## config.mk

```make
export PLATFORM = sky130hd
export DESIGN_NAME = btn_conditioner
export DESIGN_NICKNAME = d
export VERILOG_FILES = /design/src/rtl/btn_conditioner.sv
export SDC_FILE = /design/constraint.sdc
export NUM_CORES = 1
export LEC_CHECK = 0
export CAP_MARGIN = 20
export CORE_AREA = 2 2 210 129
export CTS_CLUSTER_SIZE = 25
export DETAILED_ROUTE_END_ITERATION = 12
export DIE_AREA = 0 0 212 131
export DONT_BUFFER_PORTS = 1
export PLACE_DENSITY = 0.76
export REMOVE_ABC_BUFFERS = 1
export SYNTH_ARGS = -nofsm -noshare
export SYNTH_HDL_FRONTEND = slang
export SYNTH_SLANG_ARGS = --single-unit
export TNS_END_PERCENT = 100
```

## constraint.sdc

```tcl
create_clock -name clk -period 12 [get_ports clk]
set_input_delay 3 -clock clk [delete_from_list [all_inputs] [get_ports clk]]
set_output_delay 3 -clock clk [all_outputs]
set_load 0.01 [all_outputs]
```

## src/rtl/btn_conditioner.sv

```systemverilog
// Per-button 2-flop sync, counter debounce, one-cycle press pulse and auto-repeat.
// Latency: raw edge to btn_level/btn_pulse is 2 + DEBOUNCE_CYCLES edges; no backpressure, pulses are fire-and-forget.
module btn_conditioner #(
  parameter int N               = 8,
  parameter int DEBOUNCE_CYCLES = 20000,
  parameter int REPEAT_DELAY    = 500000,
  parameter int REPEAT_RATE     = 150000
) (
  input  logic         clk,
  input  logic         rst,
  input  logic [N-1:0] btn_raw,
  input  logic [N-1:0] repeat_en,
  output logic [N-1:0] btn_level,
  output logic [N-1:0] btn_pulse
);

  localparam int DW       = $clog2(DEBOUNCE_CYCLES);
  localparam int HOLD_MAX = (REPEAT_DELAY > REPEAT_RATE) ? REPEAT_DELAY : REPEAT_RATE;
  localparam int HW       = $clog2(HOLD_MAX);

  localparam logic [DW-1:0] DB_LAST    = DW'(DEBOUNCE_CYCLES - 1);
  localparam logic [HW-1:0] DELAY_LAST = HW'(REPEAT_DELAY - 1);
  localparam logic [HW-1:0] RATE_LAST  = HW'(REPEAT_RATE - 1);

  typedef enum logic {
    WAIT_DELAY = 1'b0,
    REPEATING  = 1'b1
  } rep_state_e;

  logic [N-1:0] sync1_q;
  logic [N-1:0] sync2_q;

  always_ff @(posedge clk or posedge rst) begin
    if (rst) begin
      sync1_q <= '0;
      sync2_q <= '0;
    end else begin
      sync1_q <= btn_raw;
      sync2_q <= sync1_q;
    end
  end

  for (genvar i = 0; i < N; i++) begin : g_ch
    logic          s;
    logic          accept;
    logic          stable_q,   stable_d;
    logic [DW-1:0] db_cnt_q,   db_cnt_d;
    logic [HW-1:0] hold_cnt_q, hold_cnt_d;
    rep_state_e    state_q,    state_d;
    logic          pulse_q,    pulse_d;

    assign s      = sync2_q[i];
    assign accept = (s != stable_q) && (db_cnt_q == DB_LAST);

    always_comb begin
      stable_d = stable_q;
      db_cnt_d = db_cnt_q;
      if (s == stable_q) begin
        db_cnt_d = '0;
      end else if (accept) begin
        stable_d = s;
        db_cnt_d = '0;
      end else begin
        db_cnt_d = db_cnt_q + 1'b1;
      end
    end

    // Only a steady hold with repeat enabled advances the timer; every other case parks it at zero.
    always_comb begin
      hold_cnt_d = '0;
      state_d    = WAIT_DELAY;
      pulse_d    = 1'b0;
      if (accept && s) begin
        pulse_d = 1'b1;
      end else if (stable_q && !accept && repeat_en[i]) begin
        if (state_q == WAIT_DELAY) begin
          if (hold_cnt_q == DELAY_LAST) begin
            pulse_d = 1'b1;
            state_d = REPEATING;
          end else begin
            hold_cnt_d = hold_cnt_q + 1'b1;
          end
        end else begin
          state_d = REPEATING;
          if (hold_cnt_q == RATE_LAST) begin
            pulse_d = 1'b1;
          end else begin
            hold_cnt_d = hold_cnt_q + 1'b1;
          end
        end
      end
    end

    always_ff @(posedge clk or posedge rst) begin
      if (rst) begin
        stable_q   <= 1'b0;
        db_cnt_q   <= '0;
        hold_cnt_q <= '0;
        state_q    <= WAIT_DELAY;
        pulse_q    <= 1'b0;
      end else begin
        stable_q   <= stable_d;
        db_cnt_q   <= db_cnt_d;
        hold_cnt_q <= hold_cnt_d;
        state_q    <= state_d;
        pulse_q    <= pulse_d;
      end
    end

    assign btn_level[i] = stable_q;
    assign btn_pulse[i] = pulse_q;
  end

endmodule

```

# After elaboration in Yosys (flattened, before gate mapping)
# Cells that the tools add are included.
[word_totals]
word_cells = 274
ff_bits = 312
[classes]
muxes = 120
addsub = 16
bitwise_logic = 8
reduce_logical = 48
eq_ne = 40
[op_table]
columns = ["cell", "n"]
rows = [
  ["two-way mux 19 bit", 40],
  ["two-way mux 15 bit", 16],
  ["adder 19 x 1 -> 19 bit, second input constant", 8],
  ["equality test 19 x 18 -> 1 bit, second input constant", 8],
  ["equality test 19 bit, second input constant", 8],
  ["adder 15 x 1 -> 15 bit, second input constant", 8],
  ["equality test 15 bit, second input constant", 8],
  ["two-way mux 1 bit", 64],
  ["logical AND 1 bit", 32],
  ["AND reduction 2 bit", 8],
  ["equality test 1 bit", 8],
  ["logical NOT 1 bit", 8],
  ["!= test 1 bit", 8],
  ["NOT 1 bit", 8],
]

# Depth between registers and ports, before layout
# Gate-level depths: netlist of the first run.
[depth]
ltp_word = 7
ltp_mapped = 9
ltp_nobuf = 6

# Worst setup path after synthesis of the first run
# Ideal clock, no wire load.
[synth_timing]
path_type = "input-to-reg"
startpoint = "in repeat_en[1]"
endpoint = "reg g_ch[1].hold_cnt_q[11]"
path_stages = 5
arrival_time_ns = 3.917
setup_ns = 0.072
required_ns = 11.928
path_slack_ns = 8.010
cell_sequence = "o311ai_0 or3_1 buf_2 buf_2 nor2_1"
[synth_via]
elab_chain_len = 3
[synth_lines]
columns = ["element", "line", "text"]
rows = [
  ["start: declaration", "12", "input logic [N-1:0] repeat_en,"],
  ["logical AND 1 bit", "75", "end else if (stable_q && !accept && repeat_en[i]) begin"],
  ["two-way mux 19 bit", "75", ""],
  ["two-way mux 19 bit", "73", "if (accept && s) begin"],
  ["net g_ch[1].hold_cnt_d[11]", "48", "logic [HW-1:0] hold_cnt_q, hold_cnt_d;"],
  ["end signal: assignment", "104", "hold_cnt_q <= hold_cnt_d;"],
  ["end: declaration", "48", ""],
]
# The timed path passes the listed nets, and every way through them passes these cells.
# A chain may end at the register's enable or synchronous reset.

# Worst setup path after layout of the first run
[layout_timing]
startpoint = "reg g_ch[4].stable_q"
endpoint = "out btn_level[4]"
[layout_lines]
columns = ["element", "line", "text"]
rows = [
  ["start: declaration", "46", "logic stable_q, stable_d;"],
  ["start signal: assignment", "102", "stable_q <= stable_d;"],
  ["end: declaration", "13", "output logic [N-1:0] btn_level,"],
]
# No word-level cell between the ends.

==> results.tsv, run 1 <==
metric	value	unit
final hold vios	0	
Post-Syn Instances	1491	
routability cong.	0.828	
CP max FO	5	
most frequent cells in the layout	327 x nor2_1, 312 x dfrtp_1, 143 x xor2_1	
GRT Total Usage	0.199	
Clock Sinks	312	
setup repair after global routing missed its margin	no	
grt ovf	0	
die height	131	µm
Met3 Wirelength	957	µm
post-synth top area share	0.528	
ys flop type	dfrtp_1	
Detailed Route WL	26500	µm
cell taking the most area after synthesis	dfrtp_1	
Die W	212	µm
I/O pin count	34	
Seq cells post-synth	312	
initial core utilization	0.570	
Synth cell types	45	
Post-Route Setup TNS	0	ns
CTS Root Cell	clkbuf_16	
Layout Cells excl Fill	1861	
ratio of cells with drive above 1 in the final layout	0.0506	
Max-slew headroom	0.376	
initial antenna violation count	0	
critical path endpoint category	output pin	
critical path arrival	1.03	ns
Ys Warns	0	
fin nets	1511	
num rows	46	
wire length per cell	14.3	µm
commonest non-fill, non-tap cell in the layout	nor2_1	
fmax	0.248	GHz
crit path kind	flop to output pin	
1st-iter DRT viols	611	
final core utilization	0.622	
# H-tree levels	1	
vias per cell	5.41	
highest ir drop seen on vdd	110	µV
startpoint class of the critical path	flop	
Worst Path Required	9.00	ns
fill count	2086	
clk slew on worst S/H paths	0.07	ns
Mapped Area	0.0148	mm²
die area	0.0278	mm²
number of enable flip-flop cells after synthesis	0	
drt drc	0	
Mapped Avg Cell Area	9.92	µm²
Layout Area Growth over Synthesis	9.20	%
Power per Cell Area	136	mW/mm²
FFs w/ async S/R, synth	1.00	
post-CTS setup buffer count	0	
largest net degree at the start of global routing	106	
vias in the first global route	9635	
Hold WC Path Type	flop to flop	
post_cts resized	0	
Worst-Margin Slew	0.927	ns
DR top layer	met4	
Tmin final	4.03	ns
final setup vio count	0	
Max Root-Sink Buffers	3	
Synth area leaders	dfrtp_1 53%, xor2_1 8.5%, nor2_1 8.3%, xnor2_1 6.2%, nand3_1 3.6%	
port buffer count	0	
post-DP HPWL	17700	µm
placed cell count	1805	
WL met1	14100	µm
DR pass1 iterations	5	
outcome	finished, final reports clean	
Clock Latency Late Sink	0.56	ns
Layout Skew	0.0103	ns
ANT nets after route	0	
first-pass GRT wire length	45900	µm
sequential fraction of the synthesis area	0.528	
Pleak	6.64	nW
cts hold-fix bufs	0	
via count	10060	
Met2 Wirelength	11100	µm
WHS	0.348	ns
CTS tree	built	
# diodes	0	
max cap viols	0	
fin crit share	0.336	
Num CTS Buffers	30	
Core Region	0.0260	mm²
Max Transition Viols Final	0	
[sequential cells by signal, indices dropped and copies added (netlist names)]
name,count
g_ch.pulse_q,8
g_ch.db_cnt_q,120
sync1_q,8
g_ch.stable_q,8
sync2_q,8
g_ch.hold_cnt_q,152
g_ch.state_q,8
[power breakdown]
part / internal, mW / switching [mW] / total, mW / leakage (nW)
sequential: 1.06 / 0.00859 / 1.07 / 4.30
clock: 0.681 / 0.408 / 1.09 / 0.556
combinational: 0.00842 / 0.0311 / 0.0395 / 1.78
[synth_stat cells, types with 6 or more instances]
cell,number
buf_2,7
or3_1,7
nor4bb_1,12
nor4b_1,14
nor3_1,41
buf_4,18
mux2_2,8
a21boi_0,7
nor4_1,19
dfrtp_1,312
and4_1,18
or4_1,6
and3_1,51
xnor2_1,105
clkbuf_1,20
and2_1,11
nand4_1,63
nand3_1,107
inv_1,27
nor2_1,327
ha_1,16
nand2_1,107
xor2_1,143
[worst paths after layout]
kind	from	end	slack, ns	cells after the start
worst min-delay path	sync1_q[2]	sync2_q[2]	0.35	0
max in group asynchronous	rst	g_ch[3].pulse_q	8.18	2
worst max-delay path	g_ch[4].stable_q	btn_level[4]	7.97	0
worst min register to register	sync1_q[2]	sync2_q[2]	0.35	0
worst max register to register	g_ch[3].hold_cnt_q[9]	g_ch[3].hold_cnt_q[7]	9.28	5
min in group asynchronous	rst	g_ch[7].hold_cnt_q[14]	2.39	1
[through the flow]
step           setup WS, ns  power, mW  area (µm²)
2_1_floorplan         0.371       1.12       14500
3_3_place_gp           7.51       1.13       15000
3_5_place_dp           7.49       1.13       15000
4_1_cts                7.94       2.22       16200
5_1_grt                7.88       2.28       16200
6_report               7.97       2.20       16200
[cell families after synthesis]
group	synth area share
fa+ha+maj	0.0135
compound gates	0.0140
mux	0.00609
buf+inv	0.0267
flops	0.528
simple gates	0.265
xor+xnor	0.147
[metal layers]
layer,GRT usage,vias to the layer above
li1,-,5006
met1,0.311,4875
met2,0.293,141
met3,0.0332,38
met4,0.0373,0
met5,0,-
[layout make-up]
cell class	instances	area [µm²]	share of cell area
clock buffers	38	862	0.0534
clock inverters	18	313	0.0194
inverters	27	109	0.00674
multi-input cells	1103	6590	0.408
flip-flops and latches	312	7810	0.483
well taps	360	450	0.0279
repair buffers	3	22.5	0.00139
Note: power is estimated with default switching activity, not from simulation.
==> run 2, diff against run 1 <==
--- a/config.mk
+++ b/config.mk
@@ -6,12 +6,12 @@
 export NUM_CORES = 1
 export LEC_CHECK = 0
 export CAP_MARGIN = 20
-export CORE_AREA = 2 2 210 129
+export CORE_AREA = 2 2 200 123
 export CTS_CLUSTER_SIZE = 25
 export DETAILED_ROUTE_END_ITERATION = 12
-export DIE_AREA = 0 0 212 131
+export DIE_AREA = 0 0 202 125
 export DONT_BUFFER_PORTS = 1
-export PLACE_DENSITY = 0.76
+export PLACE_DENSITY = 0.79
 export REMOVE_ABC_BUFFERS = 1
 export SYNTH_ARGS = -nofsm -noshare
 export SYNTH_HDL_FRONTEND = slang
==> constraint.sdc (replaced) <==
create_clock -name clk -period 3.82 [get_ports clk]
set_input_delay 0.955 -clock clk [delete_from_list [all_inputs] [get_ports clk]]
set_output_delay 0.955 -clock clk [all_outputs]
set_load 0.01 [all_outputs]
==> run 2 against run 1 <==
Against the previous run: core utilization up 6.1 points; wire length up 0.55%; clock power rose to 3.1 times the previous value; first-iteration DRC count up 29%; count of clock-buffer cells in the layout up 3; sequential share of layout area about the same; cell area about the same; global-route usage up 2.2 points; sequential cell count unchanged; sequential power rose to 3.1 times the previous value; critical endpoint is now g_ch[0].hold_cnt_q[3]; worst hold slack better by 0.00068 ns.
==> results.tsv, run 2 (synthesized netlist as in run 1, its figures left out) <==
metric	value	unit
outcome	finished, final reports clean	
port buffer count	0	
crit path kind	flop to flop	
Worst Path Required	4.23	ns
Num CTS Buffers	30	
GRT Total Usage	0.221	
placed cell count	1774	
CP Cell Sequence	or4b_2 > or4_1 > a21oi_1 > or2_1 > nor2_1	
die area	0.0253	mm²
Hold WC Path Type	flop to flop	
1st-iter DRT viols	790	
CTS Root Cell	clkbuf_16	
routability cong.	0.881	
clk slew on worst S/H paths	0.06	ns
# diodes	0	
critical path endpoint category	flop	
post-DP HPWL	17500	µm
Worst-Margin Slew	0.897	ns
most frequent cells in the layout	327 x nor2_1, 312 x dfrtp_1, 143 x xor2_1	
# H-tree levels	1	
Max Root-Sink Buffers	3	
slowest stage delay, CP	0.68	ns
die height	125	µm
vias in the first global route	9938	
critical path arrival	3.07	ns
vias per cell	5.57	
Layout Skew	0.0138	ns
sequential cell area	0.00781	mm²
highest ir drop seen on vdd	391	µV
CP max-delay cell	or4b_2	
Die W	202	µm
Clock Sinks	312	
fmax	0.377	GHz
first-pass GRT wire length	47400	µm
Layout Area Growth over Synthesis	9.10	%
startpoint class of the critical path	flop	
post_cts resized	0	
ANT nets after route	0	
Power, Total	6.87	mW
Top reg by flops	g_ch.hold_cnt_q	
Core Region	0.0236	mm²
largest net degree at the start of global routing	132	
Layout Cells excl Fill	1828	
initial antenna violation count	0	
initial core utilization	0.626	
drt drc	0	
final hold vios	0	
max reg flops	152	
final setup vio count	0	
Power per Cell Area	425	mW/mm²
CP max FO	19	
cts hold-fix bufs	0	
Clock Latency Late Sink	0.56	ns
max cap viols	0	
I/O pin count	34	
Max Transition Viols Final	0	
grt ovf	0	
commonest non-fill, non-tap cell in the layout	nor2_1	
Pleak	6.68	nW
num rows	44	
Largest regs	g_ch.hold_cnt_q x152, g_ch.db_cnt_q x120	
area occupied by multi-input gates	0.00659	mm²
Detailed Route WL	26700	µm
DR pass1 iterations	5	
CTS tree	built	
wire length per cell	14.6	µm
fin crit share	0.695	
Tmin final	2.65	ns
post-CTS setup buffer count	0	
Post-Route Setup TNS	0	ns
fin nets	1518	
via count	10188	
ratio of cells with drive above 1 in the final layout	0.0518	
setup repair after global routing missed its margin	no	
fill count	1722	
Max-slew headroom	0.402	
-- run 2: path summary, 6_finish.rpt --
check / from / end / slack (ns) / cells after the start
max: g_ch[0].hold_cnt_q[15] / g_ch[0].hold_cnt_q[3] / 1.17 / 5
max reg2reg: g_ch[0].hold_cnt_q[15] / g_ch[0].hold_cnt_q[3] / 1.17 / 5
min: sync1_q[2] / sync2_q[2] / 0.35 / 0
min in group asynchronous: rst / g_ch[7].hold_cnt_q[15] / 0.40 / 1
min reg2reg: sync1_q[2] / sync2_q[2] / 0.35 / 0
max in group asynchronous: rst / g_ch[0].db_cnt_q[3] / 2.50 / 2
-- run 2: final cells by class --
cell class | instances | area share
clock buffers | 41 | 0.0541
flip-flops and latches | 312 | 0.484
well taps | 322 | 0.0250
clock inverters | 13 | 0.0167
multi-input cells | 1103 | 0.408
repair buffers | 10 | 0.00543
inverters | 27 | 0.00674
-- run 2: metrics by stage --
stage	hold slack (ns)	utilization	area [µm²]	setup WS (ns)
5_1_grt	0.353	0.683	16100	0.975
3_3_place_gp	0.332	0.635	15000	1.36
3_5_place_dp	0.337	0.635	15000	1.19
2_1_floorplan	0.331	-	14500	-5.76
4_1_cts	0.351	0.683	16100	1.14
6_report	0.348	0.683	16100	1.17
-- run 2: metal layers --
metal  global-route usage  routed length (µm)  vias up
met2                0.323               11400      231
li1                     -                   -     5023
met4               0.0506                 477        0
met3               0.0391                1270       42
met1                0.346               13500     4892
met5                    0                   0        -
-- run 2: report_power, final --
group / total (mW) / internal [mW] / leakage [nW] / switching (mW)
Clock: 3.37 / 2.13 / 0.563 / 1.24
Combinational: 0.133 / 0.0327 / 1.82 / 0.100
Sequential: 3.36 / 3.33 / 4.30 / 0.0273
-- run 2: critical path, delay by kind of cell (launching register included) --
kind            cells  cell delay [ns]
flops               1             0.43
compound gates      1             0.22
simple gates        4             1.84
